--- config.mk ---
export PLATFORM = sky130hd
export DESIGN_NAME = io_byte_bus_scheduler
export DESIGN_NICKNAME = d
export VERILOG_FILES = /design/src/rtl/io_byte_bus_scheduler.sv
export SDC_FILE = /design/constraint.sdc
export NUM_CORES = 1
export LEC_CHECK = 0
export BUFFER_PORTS_ARGS = -buffer_cell sky130_fd_sc_hd__buf_2
export CAP_MARGIN = 30
export CORE_MARGIN = 2
export CORE_UTILIZATION = 32
export CTS_BUF_LIST = sky130_fd_sc_hd__clkbuf_2 sky130_fd_sc_hd__clkbuf_4 sky130_fd_sc_hd__clkbuf_8
export CTS_CLUSTER_DIAMETER = 80
export CTS_CLUSTER_SIZE = 24
export DETAILED_ROUTE_END_ITERATION = 7
export PLACE_DENSITY = 0.66
export SLEW_MARGIN = 25
export SYNTH_ARGS = -nofsm -noshare
export SYNTH_HDL_FRONTEND = slang
export SYNTH_SLANG_ARGS = --single-unit
--- constraint.sdc ---
create_clock -name clk -period 6.1 [get_ports clk]
set_input_delay 1.22 -clock clk [delete_from_list [all_inputs] [get_ports clk]]
set_output_delay 1.22 -clock clk [all_outputs]
set_load 0.03 [all_outputs]
--- src/rtl/io_byte_bus_scheduler.sv ---
// io_byte_bus_scheduler
// Shares the 8-bit pin interface between instruction fetch (if_*) and data
// memory (dm_*). One requester is granted at a time. Its address, and its
// write data on stores, go out as four LSB-first byte beats. Read words are
// reassembled from four data_input beats that follow a turnaround.
//
// Ports:
//   clk, rst            clock; asynchronous active-high reset
//   if_req/if_addr      fetch request (always a read)
//   if_ack/if_rdata     one-cycle completion pulse / fetched word (held)
//   dm_req/dm_we/...    data request: store when dm_we=1, load otherwise
//   dm_ack/dm_rdata     one-cycle completion pulse / load word (held)
//   data_input          read byte from the pins
//   address_out         address byte to the pins (8'hFF during turnaround)
//   data_output         store data byte to the pins
//   bus_phase           0 idle, 1 address beat, 2 turnaround, 3 read beat
//   bus_we              1 during the address beats of a store
//   owner               current or last grantee: 0 fetch, 1 data
//
// Build option: define IO_SCHED_ROUND_ROBIN_EN to replace fixed data-over-fetch
// priority with a 1-bit round-robin pointer.
module io_byte_bus_scheduler #(
    parameter int unsigned TURN_CYCLES = 1
) (
    input  logic        clk,
    input  logic        rst,
    input  logic        if_req,
    input  logic [31:0] if_addr,
    output logic        if_ack,
    output logic [31:0] if_rdata,
    input  logic        dm_req,
    input  logic        dm_we,
    input  logic [31:0] dm_addr,
    input  logic [31:0] dm_wdata,
    output logic        dm_ack,
    output logic [31:0] dm_rdata,
    input  logic [7:0]  data_input,
    output logic [7:0]  address_out,
    output logic [7:0]  data_output,
    output logic [1:0]  bus_phase,
    output logic        bus_we,
    output logic        owner
);

    localparam logic [2:0] TURN_LAST = 3'(TURN_CYCLES - 1);

    typedef enum logic [2:0] {
        S_IDLE,
        S_ADDR,
        S_TURN,
        S_READ,
        S_DONE
    } state_t;

    state_t      state;
    logic [1:0]  beat_cnt;
    logic [2:0]  turn_cnt;
    logic        we_q;
    logic [23:0] addr_sh;
    logic [23:0] wdata_sh;
    logic [23:0] rd_sh;

    logic        pick_dm_c;
    logic        store_c;
    logic [31:0] sel_addr_c;

    // Grant decision, only meaningful while IDLE sees a request
`ifdef IO_SCHED_ROUND_ROBIN_EN
    logic rr_q;  // 1 = fetch favoured on a tie
    assign pick_dm_c = dm_req & (~if_req | ~rr_q);
`else
    assign pick_dm_c = dm_req;
`endif

    assign store_c    = pick_dm_c & dm_we;
    assign sel_addr_c = pick_dm_c ? dm_addr : if_addr;

    // Transaction sequencer with registered pin and handshake outputs
    always_ff @(posedge clk or posedge rst) begin
        if (rst) begin
            state       <= S_IDLE;
            beat_cnt    <= 2'd0;
            turn_cnt    <= 3'd0;
            we_q        <= 1'b0;
            addr_sh     <= 24'd0;
            wdata_sh    <= 24'd0;
            rd_sh       <= 24'd0;
            address_out <= 8'd0;
            data_output <= 8'd0;
            bus_phase   <= 2'd0;
            bus_we      <= 1'b0;
            owner       <= 1'b0;
            if_ack      <= 1'b0;
            dm_ack      <= 1'b0;
            if_rdata    <= 32'd0;
            dm_rdata    <= 32'd0;
`ifdef IO_SCHED_ROUND_ROBIN_EN
            rr_q        <= 1'b0;
`endif
        end else begin
            if_ack <= 1'b0;
            dm_ack <= 1'b0;
            case (state)
                S_IDLE: begin
                    beat_cnt <= 2'd0;
                    turn_cnt <= 3'd0;
                    if (if_req || dm_req) begin
                        state       <= S_ADDR;
                        owner       <= pick_dm_c;
                        we_q        <= store_c;
                        addr_sh     <= sel_addr_c[31:8];
                        wdata_sh    <= store_c ? dm_wdata[31:8] : 24'd0;
                        address_out <= sel_addr_c[7:0];
                        data_output <= store_c ? dm_wdata[7:0] : 8'd0;
                        bus_phase   <= 2'd1;
                        bus_we      <= store_c;
`ifdef IO_SCHED_ROUND_ROBIN_EN
                        rr_q        <= pick_dm_c;
`endif
                    end else begin
                        address_out <= 8'd0;
                        data_output <= 8'd0;
                        bus_phase   <= 2'd0;
                        bus_we      <= 1'b0;
                    end
                end
                S_ADDR: begin
                    if (beat_cnt == 2'd3) begin
                        beat_cnt    <= 2'd0;
                        turn_cnt    <= 3'd0;
                        data_output <= 8'd0;
                        bus_we      <= 1'b0;
                        if (we_q) begin
                            // Stores complete without a read phase
                            state       <= S_DONE;
                            dm_ack      <= 1'b1;
                            address_out <= 8'd0;
                            bus_phase   <= 2'd0;
                        end else begin
                            state       <= S_TURN;
                            address_out <= 8'hFF;
                            bus_phase   <= 2'd2;
                        end
                    end else begin
                        beat_cnt    <= beat_cnt + 2'd1;
                        address_out <= addr_sh[7:0];
                        data_output <= wdata_sh[7:0];
                        addr_sh     <= {8'd0, addr_sh[23:8]};
                        wdata_sh    <= {8'd0, wdata_sh[23:8]};
                    end
                end
                S_TURN: begin
                    if (turn_cnt == TURN_LAST) begin
                        state       <= S_READ;
                        beat_cnt    <= 2'd0;
                        turn_cnt    <= 3'd0;
                        address_out <= 8'd0;
                        bus_phase   <= 2'd3;
                    end else begin
                        turn_cnt <= turn_cnt + 3'd1;
                    end
                end
                S_READ: begin
                    rd_sh <= {data_input, rd_sh[23:8]};
                    if (beat_cnt == 2'd3) begin
                        // Final byte goes straight into rdata so it lines up with the ack
                        state     <= S_DONE;
                        beat_cnt  <= 2'd0;
                        turn_cnt  <= 3'd0;
                        bus_phase <= 2'd0;
                        if (owner) begin
                            dm_ack   <= 1'b1;
                            dm_rdata <= {data_input, rd_sh};
                        end else begin
                            if_ack   <= 1'b1;
                            if_rdata <= {data_input, rd_sh};
                        end
                    end else begin
                        beat_cnt <= beat_cnt + 2'd1;
                    end
                end
                S_DONE: begin
                    state    <= S_IDLE;
                    beat_cnt <= 2'd0;
                    turn_cnt <= 3'd0;
                end
                default: begin
                    state     <= S_IDLE;
                    beat_cnt  <= 2'd0;
                    turn_cnt  <= 3'd0;
                    bus_phase <= 2'd0;
                end
            endcase
        end
    end

endmodule
---- Yosys cells after proc, flatten, opt, wreduce, memory -nomap -nowiden ----
Cells that the tools add are included.
W data, S select, Z words.
storage, ports and cells
  bits of input ports ..................... 109
  ROM bits ................................ 0
  output and inout port bits .............. 86
  logic and storage cells ................. 92
  register bits after elaboration ......... 167
  memory bits (writable) .................. 0
  latch bits .............................. 0
  memories kept ........................... 0
operators by class
  multiply operators ...................... 0
  bitwise gates (word level) .............. 3
  divide/modulo/power cells ............... 0
  equal/unequal tests ..................... 11
  magnitude comparators ................... 0
  multiplexer cells ....................... 46
  add/subtract/negate cells ............... 2
  shift operators ......................... 0
  reductions and logical operators ........ 14
operator list
  operator               count
  $mux W24               5
  $pmux W24 S2           2
  $mux W8                7
  $mux W32               1
  $pmux W8 S3            1
  $mux W3                7
  $pmux W8 S2            1
  $mux W2                6
  $pmux W3 S4            1
  $mux W1                10
  $ne A2 B2 Y1 const B   5
  $pmux W2 S5            1
  $reduce_and A3 Y1      3
  $reduce_and A4 Y1      2
  $eq A3 B2 Y1 const B   2
  $logic_not A3 Y1       2
  $pmux W3 S2            1
  $reduce_and A2 Y1      3
  $pmux W1 S2            2
  $pmux W2 S2            1
  $add A3 B1 Y3 const B  1
  $eq A3 B1 Y1 const B   1
  $eq A3 B3 Y1 const B   1
  $reduce_bool A3 Y1     1
  8 further kinds        9

---- Longest topological paths before layout ----
  word-level depth ........................ 4
  depth in mapped cells ................... 8
  depth with buffers taken out ............ 6

---- Worst setup path after synthesis ----
OpenSTA, ideal clock, no wires.
  path kind ............................... input port to flip-flop
  from .................................... input port dm_req
  to ...................................... register addr_sh[2]
  data required time ...................... 6.017 ns
  setup slack ............................. 3.849 ns
  stages .................................. 5
  data arrival time ....................... 2.169 ns
  cells stage by stage .................... o311ai_1 > buf_2 > clkbuf_1 > nand2_1 > o21ai_0
between the ends
  longest elaborated chain between the ends .. 3
ends and longest elaborated chain
  element                                                   line     text
  start: declaration                                        31       input logic dm_req,
  $mux W32 / $logic_or A1 B1 Y1 (equally long branches)     76, 107
  $mux W24 / $ne A2 B2 Y1 (equally long branches)           -
  $pmux W24 S2 / $reduce_and A3 Y1 (equally long branches)  -
  end signal: assignment                                    111      addr_sh <= sel_addr_c[31:8];
  end signal: assignment                                    148      addr_sh <= {8'd0, addr_sh[23:8]};
  end: declaration                                          59       logic [23:0] addr_sh;
Parallel ways exist; a longest one is shown, timed or not. The select of a mux whose other input is x is not followed.
A chain may end at the register's enable or synchronous reset.

---- Worst setup path after layout ----
  from .................................... register state[2]
  to ...................................... register if_rdata[26]
between the ends
  longest elaborated chain between the ends .. 2
ends and longest elaborated chain
  element                      line  text
  start: declaration           55    state_t state;
  start signal: assignment     81    state <= S_IDLE;
  start signal: assignment     108   state <= S_ADDR;
  start signal: assignment     135   state <= S_DONE;
  $eq A3 B2 Y1                 103   case (state)
  $reduce_and A3 Y1 (no line)  -
  end signal: assignment       176   if_rdata <= {data_input, rd_sh};
  end: declaration             30    output logic [31:0] if_rdata,
No other way between the ends.

==> impl_metrics.env <==
export IMPL_post_cts_buffers=0
export IMPL_ir_drop_uv=206.7
export IMPL_drtIter0Drc=294
export IMPL_die_area_um2=23900
export IMPL_area_growth_pct=21.57
export IMPL_fin_ws_ns=3.344
export IMPL_root_buffer="clkbuf_8"
export IMPL_synthesis_area_um2=7257
export IMPL_ant_nets=0
export IMPL_fin_crit_sh_pct=45.18
export IMPL_n_antenna_cell=0
export IMPL_wl_um=16780
export IMPL_htreeDepth=4
export IMPL_critPathMaxFanout=33
export IMPL_dieWidth_um=154.6
export IMPL_final_cells=1107
export IMPL_cp_data_required_time_ns=6.42
export IMPL_finalSetupViolations=0
export IMPL_fillers=2242
export IMPL_switchingPower_w=0.001999
export IMPL_fp_dieH_um=154.6
export IMPL_p_leak_nw=4.347
export IMPL_power_internal_w=0.002626
export IMPL_vias=5306
export IMPL_fmax_mhz=362.9
export IMPL_synth_area_per_cell_um2=11.48
export IMPL_endpoint_kind="flip-flop"
export IMPL_grt_max_degree=63
export IMPL_cts_repair_resize_count=0
export IMPL_synth_distinct_cells=42
export IMPL_final_util_pct=39.33
export IMPL_grt_use_total_pct=14.48
export IMPL_clockBufferDepth=2
export IMPL_grt_pass1_wl_um=27530
export IMPL_synth_nets=745
export IMPL_async_flop_share_pct=100.0
export IMPL_ys_seq_area_share_pct=57.59
export IMPL_pre_cts_ws_ns=2.991
export IMPL_pwr_share_seq_pct=41.1
export IMPL_place_gp_congestion=0.7572
export IMPL_worst_hold_slack_ns=0.4808
export IMPL_fin_tns_setup_ns=0
export IMPL_synth_cells=632
export IMPL_slew_headroom_pct=46.97
export IMPL_crit_path_start_kind="flip-flop"
export IMPL_hp_class="flip-flop to flip-flop"
export IMPL_slew_viol_final=0
export IMPL_sw_frac_of_total_pct=43.22
export IMPL_insertion_delay_ns=0.45
export IMPL_rsz0062_at_grt="no"
export IMPL_synth_edf_count=0
export IMPL_worst_slew_pin_slew_ns=0.7946
export IMPL_worstSetupPathType="flip-flop to flip-flop"
export IMPL_first_pass_iters=4
export IMPL_ys_seq_elements=167
export IMPL_hold_viol=0
export IMPL_synth_top_cell_area_share_pct=57.59
export IMPL_grt_overflow=0
export IMPL_num_rows=55
export IMPL_synth_warnings=0
export IMPL_portBuffers=194
export IMPL_path_clk_slew_ns=0.11
export IMPL_max_cap_violations=0
export IMPL_via_per_inst=4.793
export IMPL_antenna_found_initial=0
export IMPL_cts_made_buffers=17
export IMPL_cts_tree="done"
export IMPL_final_nets=923
export IMPL_status="complete, no violations"
export IMPL_critPathArrivalTime_ns=3.08
export IMPL_cts_sinks=167
export IMPL_initial_utilization_pct=32.35
export IMPL_place_inst=1075
export IMPL_core_area_um2=22430
export IMPL_wl_per_cell_um=15.16
export IMPL_cts_hold_buf=0
export IMPL_synthTopCellsByArea="dfrtp_1, mux2_2, nand2_1, mux2i_1, nor2_1"
export IMPL_finalClockSkew_ns=0.02057
export IMPL_power_density_nw_per_um2=524.3
export IMPL_power_frac_clock_pct=16.0
export IMPL_yosysTopAreaCell="dfrtp_1"
export IMPL_share_comb_of_total_power_pct=42.9
export IMPL_period_minus_slack_ns=2.756
export IMPL_ios=195
export IMPL_ys_flop_type="dfrtp_1"
export IMPL_hpwl_um=11610
export IMPL_layout_drive_gt1_share_pct=40.39
export IMPL_drc_errors=0
export IMPL_grt_pass1_vias=5249
## cells in the mapped netlist, types with 2 or more instances
cell      instances
a22oi_1          16
inv_1             3
nand2_1          78
buf_6             3
buf_1             4
buf_4             3
a22oi_2           2
mux2i_1          27
a21oi_1          29
o21ai_0          33
dfrtp_1         167
ha_1              4
nor3b_1           2
a31oi_1          16
clkbuf_1         19
mux2_2           88
buf_2            16
o21ai_1           3
nand3_1           9
o22a_1            9
nor2b_1           3
nand4_1          17
nor2_1           59
nor3_1            4
## layer usage
metal / vias to the layer above / track usage, % / wire, µm
met1: 2521 / 19.23 / 7747
li1: 2582 / - / -
met2: 183 / 23.26 / 7781
met5: - / 0 / 0
met4: 0 / 4.056 / 193
met3: 20 / 4.091 / 1061
## critical path, stage by stage, from the launching register on
cell and delay [ns]:
dfrtp_1 0.67, and2b_1 0.37, nand2_2 0.43, nor3b_4 0.31, buf_4 0.45, mux2_2 0.39
## cell type report
type                            count  area, µm²  area share, %
Clock buffer                       18      247.7          2.808
Clock inverter                     13      111.4          1.262
Inverter                            3      16.27         0.1844
Multi-Input combinational cell    417       2868          32.51
Sequential cell                   167       4179          47.37
Tap cell                          285      356.6          4.042
Timing Repair Buffer              204       1044          11.83
## power by group through the flow
stage          sequential, W  combinational, W  clock [W]
3_5_place_dp         0.00194           0.00200          0
6_report             0.00190           0.00198   0.000741
4_1_cts              0.00191           0.00200   0.000771
5_1_grt              0.00198           0.00219   0.000817
2_1_floorplan        0.00228           0.00108          0
3_3_place_gp         0.00192           0.00196          0
## state kept, by name, summed over array words and instances, names as in the netlist
register	cells
owner	1
wdata_sh	24
state	3
rd_sh	24
turn_cnt	3
bus_we	1
if_ack	1
addr_sh	24
data_output	8
we_q	1
address_out	8
bus_phase	2
dm_rdata	32
if_rdata	32
dm_ack	1
beat_cnt	2
## path summary, 6_finish.rpt
| path | startpoint | slack [ns] | end | depth (start not counted) |
|---|---|---|---|---|
| min in group asynchronous | rst | 0.78 | if_rdata[30] | 2 |
| setup reg to reg | state[2] | 3.34 | if_rdata[26] | 5 |
| setup / recovery | state[2] | 3.34 | if_rdata[26] | 5 |
| hold reg to reg | wdata_sh[21] | 0.48 | wdata_sh[21] | 2 |
| max in group asynchronous | rst | 4.18 | if_rdata[26] | 3 |
| hold / removal | wdata_sh[21] | 0.48 | wdata_sh[21] | 2 |
## through the flow
step | cell area [µm²] | power (W)
6_report | 8822 | 0.004625
5_1_grt | 8822 | 0.004982
4_1_cts | 8815 | 0.004687
3_5_place_dp | 8456 | 0.003932
3_3_place_gp | 8451 | 0.003874
2_1_floorplan | 7257 | 0.003357
## cells by family after synthesis
logic type / Yosys count / share of synthesized area [%]
AOI/OAI and AO/OA: 113 / 9.535
xor gates and xnor gates: 2 / 0.2414
adders and majority gates: 4 / 0.6897
buffers and inverters: 48 / 3.224
DFF: 167 / 57.59
muxes: 116 / 17.53
and+or+nand+nor: 182 / 11.19
## cell usage in the layout, fill, tap and decap left out, types with 2 or more instances in the layout
cell type | netlist | routed
nor2_1 | 59 | 59
mux2_2 | 88 | 88
buf_4 | 3 | 8
a31oi_1 | 16 | 16
o22a_1 | 9 | 9
nor2b_1 | 3 | 3
buf_2 | 16 | 195
inv_8 | 0 | 2
a22oi_1 | 16 | 16
dfrtp_1 | 167 | 167
a21oi_1 | 29 | 29
mux2i_1 | 27 | 27
o21ai_0 | 33 | 33
inv_1 | 3 | 2
nor3_1 | 4 | 4
clkbuf_8 | 0 | 18
nand3_1 | 9 | 9
inv_6 | 0 | 6
a22oi_2 | 2 | 2
clkinvlp_4 | 0 | 3
clkinv_4 | 0 | 2
ha_1 | 4 | 4
o21ai_1 | 3 | 3
nor3b_4 | 1 | 2
nor3b_1 | 2 | 2
nand2_1 | 78 | 78
nand4_1 | 17 | 17
No activity file was read; power rests on OpenSTA's default activity.
